[config.mk]
export PLATFORM = sky130hd
export DESIGN_NAME = disp_scan_ctrl
export DESIGN_NICKNAME = d
export VERILOG_FILES = /design/src/rtl/disp_pkg.sv /design/src/rtl/disp_scan_ctrl_tick.sv /design/src/rtl/disp_scan_ctrl.sv
export SDC_FILE = /design/constraint.sdc
export NUM_CORES = 1
export LEC_CHECK = 0
export ABC_AREA = 0
export BUFFER_PORTS_ARGS = -buffer_cell sky130_fd_sc_hd__buf_2
export CAP_MARGIN = 15
export CORE_MARGIN = 5
export CORE_UTILIZATION = 33
export CTS_CLUSTER_DIAMETER = 50
export DETAILED_ROUTE_END_ITERATION = 10
export PLACE_DENSITY = 0.48
export SYNTH_ARGS = -nofsm -noshare
export SYNTH_HDL_FRONTEND = slang
export SYNTH_SLANG_ARGS = --single-unit
[constraint.sdc]
create_clock -name CLK -period 5.9 [get_ports CLK]
set_input_delay 0.885 -clock CLK [delete_from_list [all_inputs] [get_ports CLK]]
set_output_delay 0.885 -clock CLK [all_outputs]
set_load 0.05 [all_outputs]
[src/rtl/disp_pkg.sv]
// Shared types and helpers for the multiplexed 7-segment display scanner.
package disp_pkg;

  typedef enum logic [1:0] {IDLE, SHOW, BLANK} scan_state_t;

  localparam int         N_DIG  = 4;
  localparam logic [3:0] AN_OFF = 4'b1111;

  function automatic logic [N_DIG-1:0] an_onehot_n(input logic [1:0] idx);
    logic [N_DIG-1:0] an;
    an      = AN_OFF;
    an[idx] = 1'b0;
    return an;
  endfunction

endpackage

[src/rtl/disp_scan_ctrl_tick.sv]
// Scan-rate prescaler: emits a one-cycle enable pulse every 2^DIV_BITS clocks.
module scan_tick_gen #(
  parameter int DIV_BITS = 10
) (
  input  logic CLK,
  input  logic RST,
  input  logic CLR,
  output logic tick
);

  logic [DIV_BITS-1:0] cntQ;

  always_ff @(posedge CLK) begin
    if (!RST || CLR) cntQ <= '0;
    else             cntQ <= cntQ + DIV_BITS'(1);
  end

  assign tick = !CLR && (cntQ == '1);

endmodule

[src/rtl/disp_scan_ctrl.sv]
// Four-digit common-anode scanner sharing one hex 7-segment decoder,
// with per-frame shadowing of the value, blanking gaps and leading-zero blanking.
module disp_scan_ctrl
  import disp_pkg::*;
#(
  parameter int DIV_BITS    = 10,
  parameter int SHOW_TICKS  = 4,
  parameter int BLANK_TICKS = 1
) (
  input  logic        CLK,
  input  logic        RST,
  input  logic        EN,
  input  logic [15:0] VAL,
  input  logic [3:0]  DP,
  input  logic        LZB,
  output logic [3:0]  NIB,
  output logic [3:0]  AN,
  output logic        DP_N,
  output logic [1:0]  DIG,
  output logic        FRAME
);

  localparam int MAX_TICKS = (SHOW_TICKS > BLANK_TICKS) ? SHOW_TICKS : BLANK_TICKS;
  localparam int SLOT_W    = (MAX_TICKS > 1) ? $clog2(MAX_TICKS) : 1;
  localparam logic [SLOT_W-1:0] SHOW_LAST  = SLOT_W'(SHOW_TICKS - 1);
  localparam logic [SLOT_W-1:0] BLANK_LAST = SLOT_W'((BLANK_TICKS > 0) ? BLANK_TICKS - 1 : 0);

  scan_state_t       stateQ, stateD;
  logic [1:0]        digQ, digD;
  logic [SLOT_W-1:0] slotQ, slotD;
  logic [15:0]       shadowValQ, shadowValD;
  logic [3:0]        shadowDpQ, shadowDpD;
  logic [3:0]        nibQ, nibD;
  logic [3:0]        anQ, anD;
  logic              dpNQ, dpND;
  logic              frameQ, frameD;
  logic              enterShow;
  logic              upperZero;
  logic              suppress;
  logic              tick;

  scan_tick_gen #(.DIV_BITS(DIV_BITS)) uTick (
    .CLK  (CLK),
    .RST  (RST),
    .CLR  ((stateQ == IDLE) || !EN),
    .tick (tick)
  );

  always_comb begin
    stateD    = stateQ;
    digD      = digQ;
    slotD     = slotQ;
    enterShow = 1'b0;
    case (stateQ)
      IDLE: begin
        if (EN) begin
          stateD    = SHOW;
          digD      = 2'd0;
          slotD     = '0;
          enterShow = 1'b1;
        end
      end
      SHOW: begin
        if (tick) begin
          if (slotQ == SHOW_LAST) begin
            slotD = '0;
            if (BLANK_TICKS > 0) begin
              stateD = BLANK;
            end else begin
              digD      = digQ + 2'd1;
              enterShow = 1'b1;
            end
          end else begin
            slotD = slotQ + SLOT_W'(1);
          end
        end
      end
      BLANK: begin
        if (tick) begin
          if (slotQ == BLANK_LAST) begin
            slotD     = '0;
            stateD    = SHOW;
            digD      = digQ + 2'd1;
            enterShow = 1'b1;
          end else begin
            slotD = slotQ + SLOT_W'(1);
          end
        end
      end
      default: stateD = IDLE;
    endcase
    if (!EN) begin
      stateD    = IDLE;
      digD      = 2'd0;
      slotD     = '0;
      enterShow = 1'b0;
    end
  end

  // Outputs are precomputed from next-state values so they can be registered.
  always_comb begin
    shadowValD = shadowValQ;
    shadowDpD  = shadowDpQ;
    if (enterShow && (digD == 2'd0)) begin
      shadowValD = VAL;
      shadowDpD  = DP;
    end
    upperZero = 1'b1;
    for (int i = 0; i < N_DIG; i++) begin
      if ((i >= int'(digD)) && (shadowValD[4*i +: 4] != 4'h0)) upperZero = 1'b0;
    end
    suppress = LZB && (digD != 2'd0) && upperZero;
    nibD     = (stateD == SHOW) ? shadowValD[{digD, 2'b00} +: 4] : nibQ;
    anD      = ((stateD == SHOW) && !suppress) ? an_onehot_n(digD) : AN_OFF;
    dpND     = ((stateD == SHOW) && !suppress) ? ~shadowDpD[digD] : 1'b1;
    frameD   = enterShow && (digD == 2'd0);
  end

  always_ff @(posedge CLK) begin
    if (!RST) begin
      stateQ     <= IDLE;
      digQ       <= 2'd0;
      slotQ      <= '0;
      shadowValQ <= '0;
      shadowDpQ  <= '0;
      nibQ       <= '0;
      anQ        <= AN_OFF;
      dpNQ       <= 1'b1;
      frameQ     <= 1'b0;
    end else begin
      stateQ     <= stateD;
      digQ       <= digD;
      slotQ      <= slotD;
      shadowValQ <= shadowValD;
      shadowDpQ  <= shadowDpD;
      nibQ       <= nibD;
      anQ        <= anD;
      dpNQ       <= dpND;
      frameQ     <= frameD;
    end
  end

  assign NIB   = nibQ;
  assign AN    = anQ;
  assign DP_N  = dpNQ;
  assign DIG   = digQ;
  assign FRAME = frameQ;

endmodule

# Word-level counts from Yosys, hierarchy flattened
# Index checks and enable logic that the tools add are counted.
[totals]
register_bits = 46
out_inout_bits = 12
latchBits = 0
inputBits = 24
mem_count = 0
rom_bits = 0
ramBits = 0
[classes]
mul = 0
n_div = 0
magnitude_cmp = 5
muxes = 29
add_sub_neg = 3
n_eq_ne = 7
n_reduce_logical = 27
bitwise = 2
shift = 1
[ops]
columns = ["op", "n"]
rows = [
  ["$mux W2", 12],
  ["$mux W16", 1],
  ["$reduce_bool A4 Y1", 4],
  ["$shiftx A16 B5 Y4", 1],
  ["$pmux W2 S3", 2],
  ["$add A10 B1 Y10 const B", 1],
  ["$eq A10 B10 Y1 const B", 1],
  ["$logic_and A1 B1 Y1", 9],
  ["$mux W1", 9],
  ["$logic_not A2 Y1", 3],
  ["$add A2 B1 Y2 const B", 2],
  ["$eq A2 B1 Y1 const B", 2],
  ["$eq A2 B2 Y1 const B", 2],
  ["$ge A1 B2 Y1 const A", 2],
  ["$logic_not A1 Y1", 4],
  ["$mux W4", 1],
  ["$ne A2 B2 Y1 const B", 2],
  ["$not A4 Y4", 1],
  ["$pmux W2 S2", 1],
  ["$reduce_and A2 Y1", 2],
  ["$lt A2 B3 Y1 const B", 1],
  ["$reduce_and A3 Y1", 1],
  ["$reduce_bool A3 Y1", 1],
  ["$bmux W1 S2", 1],
  ["other kinds (7)", 8],
]

# Depth between registers and ports, before layout
# Gate-level depths: netlist (run 1).
[logic_depth]
word_depth = 20
ltp_mapped = 11

# Hierarchy
# Synthesis (run 1) repeated with hierarchy kept, for this count alone.
[unflattened]
cells_unflattened = 289
area_unflattened_um2 = 2449.8
[modules_own_cells]
columns = ["mod", "area_each_um2", "cells_each", "instances", "seq_area_each_um2"]
rows = [
  ["disp_scan_ctrl", 2033.2, 242, 1, 720.7],
  ["scan_tick_gen", 416.6, 47, 1, 200.2],
]

# Worst setup path after synthesis (run 1)
# OpenSTA, ideal clock, no wires.
[synth_timing]
path_type = "input to register"
start = "input EN"
end = "register dpNQ (netlist: DP_N)"
arrival_ns = 2.757
setup_ns = 0.059
required_time_ns = 5.841
path_stages = 8
path_buffers = 1
setup_slack_ns = 3.083
cell_sequence = "buf_2 nand3b_2 nor4_4 mux2i_2 mux4_2 nand2_1 o21ai_1 nand2_1"
[synth_via]
elab_chain_len = 20
[synth_rtl]
columns = ["item", "line_no", "source"]
rows = [
  ["from (decl)", "disp_scan_ctrl.sv:12", "input logic EN,"],
  ["$logic_not A1 Y1", "-", ""],
  ["$logic_or A1 B1 Y1", "disp_scan_ctrl.sv:45", ".CLR ((stateQ == IDLE) || !EN),"],
  ["$logic_not A1 Y1", "disp_scan_ctrl_tick.sv:18", "assign tick = !CLR && (cntQ == '1);"],
  ["$logic_and A1 B1 Y1", "disp_scan_ctrl_tick.sv:18", ""],
  ["$mux W2", "disp_scan_ctrl.sv:79", "if (tick) begin"],
  ["$pmux W2 S2", "disp_scan_ctrl.sv:54", "case (stateQ)"],
  ["$mux W2", "disp_scan_ctrl.sv:92", "if (!EN) begin"],
  ["$logic_not A2 Y1", "disp_scan_ctrl.sv:104", "if (enterShow && (digD == 2'd0)) begin"],
  ["$logic_and A1 B1 Y1", "disp_scan_ctrl.sv:104", ""],
  ["$mux W16", "disp_scan_ctrl.sv:104", ""],
  ["$reduce_bool A4 Y1", "disp_scan_ctrl.sv:110", "if ((i >= int'(digD)) && (shadowValD[4*i +: 4] != 4'h0)) upperZero = 1'b0;"],
  ["$logic_and A1 B1 Y1", "disp_scan_ctrl.sv:110", ""],
  ["$mux W1 (4 in a row)", "disp_scan_ctrl.sv:110", ""],
  ["$logic_and A1 B1 Y1", "disp_scan_ctrl.sv:112", "suppress = LZB && (digD != 2'd0) && upperZero;"],
  ["$logic_not A1 Y1", "disp_scan_ctrl.sv:115", "dpND = ((stateD == SHOW) && !suppress) ? ~shadowDpD[digD] : 1'b1;"],
  ["$logic_and A1 B1 Y1", "disp_scan_ctrl.sv:115", ""],
  ["$reduce_and A2 Y1 (no source line)", "-", ""],
  ["to (signal assigned)", "disp_scan_ctrl.sv:138", "dpNQ <= dpND;"],
  ["to (decl)", "disp_scan_ctrl.sv:35", "logic dpNQ, dpND;"],
]
# Several ways; a longest one is shown, not always the timed one. The select of a mux whose other input is x is not followed.
# A chain may end at the register's enable or synchronous reset.

# Final worst setup path (run 1)
[layout_timing]
start = "register stateQ[1]"
end = "register anQ[3] (netlist: AN[3])"
[layout_via]
elab_chain_len = 20
[layout_rtl]
columns = ["item", "line_no", "source"]
rows = [
  ["from (decl)", "disp_scan_ctrl.sv:28", "scan_state_t stateQ, stateD;"],
  ["from (signal assigned)", "disp_scan_ctrl.sv:131", "stateQ <= stateD;"],
  ["$logic_not A2 Y1", "disp_scan_ctrl.sv:45, disp_scan_ctrl.sv:54", ""],
  ["$logic_or A1 B1 Y1", "disp_scan_ctrl.sv:45", ""],
  ["$logic_not A1 Y1", "disp_scan_ctrl_tick.sv:18", ""],
  ["$logic_and A1 B1 Y1", "disp_scan_ctrl_tick.sv:18", ""],
  ["$mux W2", "disp_scan_ctrl.sv:79", ""],
  ["$pmux W2 S2", "disp_scan_ctrl.sv:54", ""],
  ["$mux W2", "disp_scan_ctrl.sv:92", ""],
  ["$logic_not A2 Y1", "disp_scan_ctrl.sv:104", ""],
  ["$logic_and A1 B1 Y1", "disp_scan_ctrl.sv:104", ""],
  ["$mux W16", "disp_scan_ctrl.sv:104", ""],
  ["$reduce_bool A4 Y1", "disp_scan_ctrl.sv:110", ""],
  ["$logic_and A1 B1 Y1", "disp_scan_ctrl.sv:110", ""],
  ["$mux W1 (4 in a row)", "disp_scan_ctrl.sv:110", ""],
  ["$logic_and A1 B1 Y1", "disp_scan_ctrl.sv:112", ""],
  ["$logic_not A1 Y1", "disp_scan_ctrl.sv:114", "anD = ((stateD == SHOW) && !suppress) ? an_onehot_n(digD) : AN_OFF;"],
  ["$logic_and A1 B1 Y1", "disp_scan_ctrl.sv:114", ""],
  ["$reduce_and A2 Y1 (no source line)", "-", ""],
  ["to (signal assigned)", "disp_scan_ctrl.sv:137", "anQ <= anD;"],
  ["to (decl)", "disp_scan_ctrl.sv:34", "logic [3:0] anQ, anD;"],
]
# Several ways; a longest one is shown, not always the timed one.

==> metrics.txt, run 1 <==
outcome=finished clean; clk sinks=46; CP required=6.05 ns; # rows=30; #FFs+latches synth=46; first-pass GRT wire length=8949 µm; CTS max path bufs=2; Worst-Margin Slew=1.030 ns; ratio of cells with drive above 1 in the final layout=18.97%; Root Buffer=clkbuf_8; Critical Path Fanout Max=14; area share of the largest cell type after synthesis=41.28%; final hold vios=0; grt ovf=0; Synth area leader=dfxtp_1; DRC=0; Synth cell types=44; Seq/Total Area, Yosys=41.28%; Net Count, Synth=288; Post-CTS Hold Buffers=0; number of global-route vias before repair=1,818; post-route worst setup slack=2.596 ns; clock slew seen by the registers of the worst setup and hold paths=0.09 ns; Power per Cell Area=231.7 nW/µm²; Vias=roughly 1,900; final wirelength=5363 µm; Antenna Nets Post-Route=0; critical path capture point type=register; P_leak=1.029 nW; fmax=between 300 and 400 MHz; fin crit period=between 3 and 4 ns; Mapped Cells=256; largest net degree at the start of global routing=26; kind of critical path=reg2reg; area of the die=roughly 8500 µm²; area of the multi-input gates=1237 µm²; area grow syn2layout=14.69%; Critical Path Source Type=register; number of H-tree levels=2; initial antenna violation count=0; HPWL after DPL=3966 µm; total global-route track usage=a little over an eighth; die height=between 90 and 100 µm; Sequential Area=920.9 µm²; Fin Clk Skew=0.01038 ns; initial DRC count=between 70 and 80; period utilisation layout=between 50 and 60%; EDFF count, synth=0; Post-synth top flop=dfxtp_1; setup TNS=0 ns; post-DR wirelength/cell=14.49 µm; DR pass1 iterations=4; commonest cells in the netlist=46 x dfxtp_1, 32 x nor2_1, 29 x nand2_1; PortBufs=35; Post-CTS Setup Bufs=0; Initial Utilization=between 30 and 40%; Placer Congestion=0.7271; critical path arrival=3.46 ns; worst hold-check path type=reg2reg; PostCTS Resize Cnt=0; Reg2Reg Setup Slack=2.60 ns; top post-synthesis cells by area=dfxtp_1 41%, mux2i_1 9.0%, nor2_1 5.4%, nand2_1 4.9%, a21oi_1 4.5%; die width=92.22 µm; max cap viols=0; Avg Vias per Cell=5.122; I/O pin cnt=36; RSZ-0062 raised after global routing=no; Place WS=2.356 ns; Filler cells=713; # diodes=0; count leader, synth=dfxtp_1; total CTS buffers=5; Post-synth ARST share=0%; placeable core area=around 6700 µm²; Layout Nets=322; Worst VDD drop=0.1269 mV; Worst slew margin=31.16%; Netlist Area Pre-Place=between 2000 and 2500 µm²; CTS tree=yes; Avg Synthesized Cell Area=slightly below 9 µm²; clock insertion delay at the later pin of the skew report=0.30 ns; max-slew violations=0; yosys warns=0; final setup vio count=0
==> sequential cells by signal, indices dropped and copies added, names as in the netlist, 2 cells and up <==
register,flops
shadowValQ,16
uTick.cntQ,10
AN,4
NIB,4
shadowDpQ,4
DIG,2
slotQ,2
stateQ,2
==> worst max-delay path, cell delays in order, from the launching register on <==
cell      delay, ns
dfxtp_1        0.41
inv_1          0.08
ha_1           0.28
nand3b_2       0.30
or4_1          0.58
o21bai_1       0.84
o32ai_1        0.24
a211oi_2       0.32
nand3_1        0.11
==> layout by cell type (no fill, tap or decap), drive strengths merged <==
master	count
mux4	1
clkinvlp	1
and4	1
inv	8
a32oi	3
o32ai	1
nand2b	1
a21o	1
nand4	3
xnor2	1
nor3	6
nor4	9
a211oi	2
o21bai	1
and3	2
or3b	1
o21ai	10
o22ai	4
nand3	13
nand3b	2
mux2	2
a21oi	20
or4	1
xor2	5
dfxtp	46
clkbuf	6
nor2b	5
buf	37
nand2	29
a31oi	1
a311oi	1
nor2	32
or3	3
nor3b	1
mux2i	21
a22oi	1
ha	8
==> final timing paths <==
kind | startpoint | to | cells after the start
setup / recovery | stateQ[1] | AN[3] | 8
hold / removal | NIB[3] | NIB[3] | 2
setup reg to reg | stateQ[1] | AN[3] | 8
hold reg to reg | NIB[3] | NIB[3] | 2
==> stage by stage <==
step | area (µm²) | std cells | power, mW | hold WS [ns] | util [%]
finish | 2559 | 370 | 0.5928 | 0.4596 | 38.30
global route | 2559 | 370 | 0.6295 | 0.5033 | 38.30
CTS | 2551 | 369 | 0.6023 | 0.4632 | 38.18
detailed placement | 2471 | 362 | 0.4141 | 0.4514 | 36.99
global placement | 2471 | 362 | 0.4139 | 0.4459 | 36.99
floorplan | 2231 | 256 | 0.3900 | 0.4261 | -
==> kinds of logic (layout without fill, tap and decap cells) <==
group / count (synthesis) / in the layout / share of synthesized area, %
simple gates: 109 / 109 / 24.73
flops: 46 / 46 / 41.28
compound gates: 45 / 45 / 12.28
mux: 24 / 24 / 11.61
buf+inv: 18 / 52 / 3.253
fa+ha+maj: 8 / 8 / 4.487
xor+xnor: 6 / 6 / 2.356
==> where the power goes <==
| group | internal [mW] | switching [mW] | leakage (nW) | total, mW |
|---|---|---|---|---|
| combinational | 0.0288 | 0.0482 | 0.616 | 0.0770 |
| clock | 0.0815 | 0.105 | 0.0373 | 0.187 |
| sequential | 0.323 | 0.00616 | 0.376 | 0.329 |
| total | 0.433 | 0.160 | 1.03 | 0.593 |
==> layout make-up <==
class,count,area share (%)
Timing Repair Buffer,37,7.433
Sequential cell,46,35.99
Tap cell,80,3.912
Multi-Input combinational cell,192,48.36
Clock inverter,1,0.2934
Clock buffer,6,2.836
Inverter,8,1.174
==> per-layer routing <==
layer	global-route usage, %	part of all wire, %
met5	0	0
met4	2.599	0.71
met3	3.692	3.8
met2	22.08	49
met1	17.08	47
No activity file was read; power rests on OpenSTA's default activity.
==> run 2, diff against run 1 <==
--- a/config.mk
+++ b/config.mk
@@ -5,7 +5,7 @@
 export SDC_FILE = /design/constraint.sdc
 export NUM_CORES = 1
 export LEC_CHECK = 0
-export ABC_AREA = 0
+export ABC_AREA = 1
 export BUFFER_PORTS_ARGS = -buffer_cell sky130_fd_sc_hd__buf_2
 export CAP_MARGIN = 15
 export CORE_MARGIN = 5
==> constraint.sdc (replaced) <==
create_clock -name CLK -period 3.3 [get_ports CLK]
set_input_delay 0.495 -clock CLK [delete_from_list [all_inputs] [get_ports CLK]]
set_output_delay 0.495 -clock CLK [all_outputs]
set_load 0.05 [all_outputs]
==> run 2 against run 1 <==
Design area is 4.2% higher. Fmax up 14%. Power increased by 120%. Highest routed layer unchanged. Clock power rose to 2.8 times the previous value. Clock skew down 0.0033 ns. Synthesized area grew 2.1%.
==> metrics.txt, run 2 <==
outcome=finished clean; Layout Nets=377 (+17%); fmax=345.2 MHz (+14%); Place WS=0.4235 ns (-1.932 ns); Worst-Margin Slew=0.5529 ns (-0.4776 ns); CP required=3.54 ns (-2.51 ns); Post-synth ARST share=0% (unchanged); HPWL after DPL=3940 µm (-0.64%); initial DRC count=58 (-27%); Synth cell types=36 (-18%); Post-CTS Setup Bufs=0 (unchanged); DR pass1 iterations=4 (unchanged); total global-route track usage=12.17% (-1.0 points); Initial Utilization=33.70% (+0.31 points); clock slew seen by the registers of the worst setup and hold paths=0.09 ns (about the same); Critical Path Source Type=register; placeable core area=6756 µm² (+1.1%); yosys warns=0 (unchanged); clk sinks=46 (unchanged); PortBufs=35 (unchanged); total CTS buffers=5 (unchanged); Avg Synthesized Cell Area=7.393 µm² (-15%); Slowest-stage cell, CP=o21ai_0; period utilisation layout=87.79% (+32 points); grt ovf=0 (unchanged); area of the die=8662 µm² (+1.9%); worst hold-check path type=reg2reg; number of global-route vias before repair=1,847 (+1.6%); Root Buffer=clkbuf_8; # rows=30 (unchanged); die height=93.07 µm (+0.92%); I/O pin cnt=36 (unchanged); Netlist Area Pre-Place=2277 µm² (+2.1%); Final Non-Filler Cells=426 (+15%); largest net degree at the start of global routing=35 (+35%); Reg with most FFs=shadowValQ; Fin Hold WS=0.4542 ns (-0.005451 ns); PostCTS Resize Cnt=0 (unchanged); commonest cells in the netlist=52 x nand2_1, 46 x dfxtp_1, 45 x inv_1, 45 x nor2_1, 19 x o21ai_0; number of H-tree levels=2 (unchanged); EDFF count, synth=0 (unchanged); Post-synth top flop=dfxtp_1; DRC=0 (unchanged); final wirelength=5065 µm (-5.6%); crit path cell chain=inv_1, ha_1, inv_1, nand2_1, nor2_2, nand4_4, a21oi_4, nand3_4, o21ai_0, nand3_1, nor2_2, nand3_2, nand3_1; #FFs+latches synth=46 (unchanged); Worst VDD drop=0.2087 mV (+64%); final setup vio count=0 (unchanged); Fin Clk Skew=0.007099 ns (-0.003286 ns); kind of critical path=reg2reg; RSZ-0062 raised after global routing=no; Reg2Reg Setup Slack=0.40 ns (-2.19 ns); max cap viols=0 (unchanged); multiplexer share of the synthesized area=0% (-12 points); fin crit period=2.897 ns (-0.4075 ns); Worst slew margin=62.86% (+32 points); Largest regs=shadowValQ: 16 flops, uTick.cntQ: 10 flops; most common cell after layout, fill and taps aside=nand2_1; setup TNS=0 ns (unchanged); first-pass GRT wire length=8411 µm (-6.0%); top post-synthesis cells by area=dfxtp_1 40%, nand2_1 8.6%, inv_1 7.4%, nor2_1 7.4%, ha_1 4.4%; largest family of logic cells by synthesized area=simple AND/OR/NAND/NOR gates; Synth area leader=dfxtp_1; Power per Cell Area=479.4 nW/µm² (+110%); cell total after placement=418 (+15%); Post-Synth Adder-Cell Area=4.396% (-0.091 points); initial antenna violation count=0 (unchanged); delay-heaviest family, CP=simple AND/OR/NAND/NOR gates; Post-CTS Hold Buffers=0 (unchanged); clock insertion delay at the later pin of the skew report=0.30 ns (about the same); Seq/Total Area, Yosys=40.44% (-0.84 points); simple-gate share of the synthesized area=31.10% (+6.4 points); Vias=1,933 (+2.0%); Mapped Cells=308 (+20%); area share of the largest cell type after synthesis=40.44% (-0.84 points); Filler cells=746 (+4.6%); CTS max path bufs=2 (unchanged); max reg flops=16 (unchanged); Placer Congestion=0.8242 (+13%); die width=93.07 µm (+0.92%); critical path capture point type=register; commonest non-fill, non-tap cells in the layout=52 x nand2_1, 46 x dfxtp_1, 45 x inv_1, 45 x nor2_1, 35 x buf_2; max-slew violations=0 (unchanged); post-route worst setup slack=0.4031 ns (-2.193 ns); Critical Path Fanout Max=34 (+20); Sequential Area=920.9 µm² (unchanged); CTS tree=yes; Antenna Nets Post-Route=0 (unchanged); area grow syn2layout=17.03%; Net Count, Synth=340 (+18%); area of the multi-input gates=1131 µm² (-8.6%); total power draw=1.278 mW (+120%); Post-Synth XOR/XNOR Area=0.3846% (-2.0 points); CP peak stage delay=0.41 ns (-0.43 ns); Avg Vias per Cell=4.538 (-11%); # diodes=0 (unchanged); critical path arrival=3.13 ns (-0.33 ns); final hold vios=0 (unchanged); ratio of cells with drive above 1 in the final layout=19.65% (+0.69 points); compound-cell area share of the yosys netlist=13.79% (+1.5 points); Buffers & Inverters on Critical Path=2 (+1); P_leak=1.151 nW (+12%); count leader, synth=nand2_1; post-DR wirelength/cell=11.89 µm (-18%)
[run 2: changes by cell type after synthesis, sizes merged, moves of 7 or more]
cell | before | now
nand2 | 29 | 56
inv | 8 | 45
a21oi | 20 | 13
nand3 | 13 | 21
nor2 | 32 | 52
nor4 | 9 | 0
mux2i | 21 | 0
o21ai | 10 | 26
[run 2: cell families (layout without fill, tap and decap cells)]
group / count (synthesis) / count (layout)
flops: 46 / 46
compound gates: 52 / 52
xor+xnor: 1 / 1
simple gates: 147 / 147
buf+inv: 54 / 92
fa+ha+maj: 8 / 8
[run 2: final timing paths]
| kind | start | end | depth (start not counted) |
|---|---|---|---|
| min reg2reg | uTick.cntQ[0] | uTick.cntQ[0] | 1 |
| max | stateQ[1] | AN[3] | 13 |
| min | uTick.cntQ[0] | uTick.cntQ[0] | 1 |
| max reg2reg | stateQ[1] | AN[3] | 13 |
[run 2: layout make-up]
type	count	area share [%]
clock buffers	6	3.099
clock inverters	2	2.254
inverters	46	6.479
multi-input cells	208	42.44
flip-flops and latches	46	34.55
well taps	80	3.756
repair buffers	38	7.418
[run 2: power breakdown]
part | total, mW | internal, mW | switching [mW]
Sequential | 0.590 | 0.581 | 0.00880
Clock | 0.519 | 0.323 | 0.196
Combinational | 0.169 | 0.0569 | 0.112
Total | 1.28 | 0.961 | 0.317
[run 2: layer usage]
metal / GRT usage (%) / part of all wire, % / vias to the layer above
li1: - / - / 1058
met1: 16.42 / 49 / 837
met2: 19.62 / 47 / 33
met3: 2.896 / 3.3 / 5
met4: 2.930 / 0.71 / 0
met5: 0 / 0 / -
[run 2: worst register-to-register path: cells and delay by family (launching register included)]
family	cells	cell delay, ns
buffers and inverters	2	0.23
adder cells (fa/ha/maj)	1	0.22
AO/OA/AOI/OAI	2	0.67
AND/OR/NAND/NOR	8	1.32
flip-flops	1	0.40
[run 2: stage by stage]
step                cell area (µm²)  util (%)
global route                   2665     39.44
detailed placement             2522     37.33
global placement               2522     37.33
CTS                            2665     39.44
finish                         2665     39.44
floorplan                      2277         -
==> run 3, diff against run 2 <==
--- a/config.mk
+++ b/config.mk
@@ -5,7 +5,6 @@
 export SDC_FILE = /design/constraint.sdc
 export NUM_CORES = 1
 export LEC_CHECK = 0
-export ABC_AREA = 1
 export BUFFER_PORTS_ARGS = -buffer_cell sky130_fd_sc_hd__buf_2
 export CAP_MARGIN = 15
 export CORE_MARGIN = 5
==> run 3 against run 2 <==
Non-clock buffer count increased by 2. Critical path depth decreased by 5. First-iteration DRC count is 24% higher. Wire length increased by 4.3%. Via count shrank 1.6%. Fmax up 3.8%. Critical path type unchanged. Critical endpoint is now AN[1].
==> metrics.txt, run 3 (synthesis results as in run 1) <==
outcome=finished clean; first-pass GRT wire length=8749 µm (+4.0%); most common cell after layout, fill and taps aside=dfxtp_1; Worst VDD drop=0.1741 mV (-17%); Buffers & Inverters on Critical Path=1 (-1); final hold vios=0 (unchanged); Post-CTS Setup Bufs=0 (unchanged); Critical Path Source Type=register; period utilisation layout=84.57% (-3.2 points); PostCTS Resize Cnt=0 (unchanged); CP peak stage delay=0.58 ns (+0.17 ns); # diodes=0 (unchanged); DR pass1 iterations=6 (+2); Flop pwr share=55.5% (+9.3 points); Avg Vias per Cell=5.099 (+12%); post-route worst setup slack=0.5093 ns (+0.1062 ns); Vias=1,902 (-1.6%); crit path cell chain=inv_1, ha_1, nand3b_2, or4_1, o21bai_1, o32ai_1, a211oi_2, nand3_1; final setup vio count=0 (unchanged); initial antenna violation count=0 (unchanged); max cap viols=0 (unchanged); die height=92.22 µm (-0.91%); PortBufs=35 (unchanged); R2R depth=8 (-5); largest net degree at the start of global routing=26 (-26%); DRC=0 (unchanged); CTS tree=yes; Layout Nets=325 (-14%); setup TNS=0 ns (unchanged); Fin Clk Skew=0.005803 ns (-0.001296 ns); Largest regs=shadowValQ: 16 flops, uTick.cntQ: 10 flops; Filler cells=720 (-3.5%); Root Buffer=clkbuf_8; hold path cells=3 (+2); max-slew violations=0 (unchanged); die width=92.22 µm (-0.91%); area of the multi-input gates=1237 µm² (+9.4%); max reg flops=16 (unchanged); CTS max path bufs=2 (unchanged); Place WS=0.5123 ns (+0.08878 ns); critical path arrival=2.97 ns (-0.16 ns); RSZ-0062 raised after global routing=no; worst r2r dst=AN[1]; clock slew seen by the registers of the worst setup and hold paths=0.08 ns (about the same); power share of the clock group=31.3% (-9.3 points); Critical Path Fanout Max=7 (-79%); area grow syn2layout=15.70%; fmax=358.3 MHz (+3.8%); clk sinks=46 (unchanged); total global-route track usage=13.09% (+0.92 points); number of global-route vias before repair=1,833 (-0.76%); Slowest-stage cell, CP=or4_1; Sequential Area=920.9 µm² (unchanged); Antenna Nets Post-Route=0 (unchanged); Post-CTS Hold Buffers=0 (unchanged); P_leak=1.043 nW (-9.4%); I/O pin cnt=36 (unchanged); CP required=3.48 ns (-0.06 ns); ratio of cells with drive above 1 in the final layout=19.80% (+0.14 points); critical path capture point type=register; switching part of the total=26.82% (+2.0 points); grt ovf=0 (unchanged); final wirelength=5285 µm (+4.3%); Worst slew margin=45.14% (-18 points); # rows=30 (unchanged); Reg2Reg Setup Slack=0.51 ns (+0.11 ns); HPWL after DPL=4048 µm (+2.7%); area of the die=8505 µm² (-1.8%); final design utilization=38.63% (-0.81 points); Final Non-Filler Cells=373 (-12%); Placer Congestion=0.7287 (-12%); hold wc startpoint=VAL[7]; post-DR wirelength/cell=14.17 µm (+19%); net switching component of the power=0.2840 mW (-10%); Comb pwr share=13.2% (about the same); Initial Utilization=33.39% (-0.31 points); clock insertion delay at the later pin of the skew report=0.30 ns (about the same); P_int=0.7750 mW (-19%); Worst R2R Start=stateQ[1]; initial DRC count=72 (+24%); Power per Cell Area=410.3 nW/µm² (-14%); Reg with most FFs=shadowValQ; total CTS buffers=5 (unchanged); placeable core area=6681 µm² (-1.1%); Hold Path End=shadowValQ[7]; number of H-tree levels=2 (unchanged); cell total after placement=366 (-12%); commonest non-fill, non-tap cells in the layout=46 x dfxtp_1, 35 x buf_2, 32 x nor2_1; kind of critical path=reg2reg; delay-heaviest family, CP=simple AND/OR/NAND/NOR gates; fin crit period=2.791 ns (-0.1062 ns); Worst-Margin Slew=0.8204 ns (+0.2675 ns); worst hold-check path type=in2reg
## run 3: cell types whose count changed in the layout (fill, tap and decap cells not counted), moves of 5 or more
| cell | delta |
|---|---|
| a21oi_1 | +8 |
| o21ai_0 | -10 |
| nor4_1 | +7 |
| inv_1 | -37 |
| nor2_1 | -13 |
| nand3_1 | -5 |
| nor2b_1 | +5 |
| nand2_1 | -23 |
| mux2i_1 | +20 |
## run 3: metrics by stage
step / area (µm²) / total power, mW / hold WS, ns
floorplan: 2231 / 0.6973 / 0.4261
global placement: 2501 / 0.7424 / 0.4445
detailed placement: 2501 / 0.7427 / 0.4481
CTS: 2581 / 1.076 / 0.4348
global route: 2581 / 1.119 / 0.4545
finish: 2581 / 1.059 / 0.4428
## run 3: final cells by class
cell class / instances / area share, %
tap: 80 / 3.878
multi-input combinational: 192 / 47.94
clock inverter: 1 / 0.2908
sequential: 46 / 35.68
timing repair buffer: 40 / 8.240
clock buffer: 6 / 2.811
inverter: 8 / 1.163
## run 3: power groups by stage
stage | clock [mW] | sequential (mW) | combinational, mW
2_1_floorplan | 0 | 0.618 | 0.0791
3_3_place_gp | 0 | 0.601 | 0.141
3_5_place_dp | 0 | 0.601 | 0.141
4_1_cts | 0.346 | 0.588 | 0.142
5_1_grt | 0.373 | 0.591 | 0.155
6_report | 0.331 | 0.588 | 0.140
## run 3: tightest hold or removal path, stage by stage
cell     delay, ns
buf_2         0.11
nand2_1       0.05
a21oi_1       0.05
## run 3: per-layer routing
layer / global-route usage (%) / wire length [µm] / part of all wire, % / vias to the layer above
li1: - / - / - / 980
met1: 16.46 / 2505 / 47 / 879
met2: 21.78 / 2518 / 48 / 33
met3: 3.281 / 177 / 3.3 / 10
met4: 4.455 / 84 / 1.6 / 0
met5: 0 / 0 / 0 / -
## run 3: worst max path at each step
stage                         start      to  slack [ns]  depth (start not counted)
after floorplan           stateQ[0]    DP_N        0.74                          9
after global placement    stateQ[1]  NIB[2]        0.55                          9
after detailed placement  stateQ[1]   AN[1]        0.51                          8
after CTS                 stateQ[1]   AN[1]        0.50                          8
after global routing      stateQ[1]   AN[3]        0.29                          8
final                     stateQ[1]   AN[1]        0.51                          8
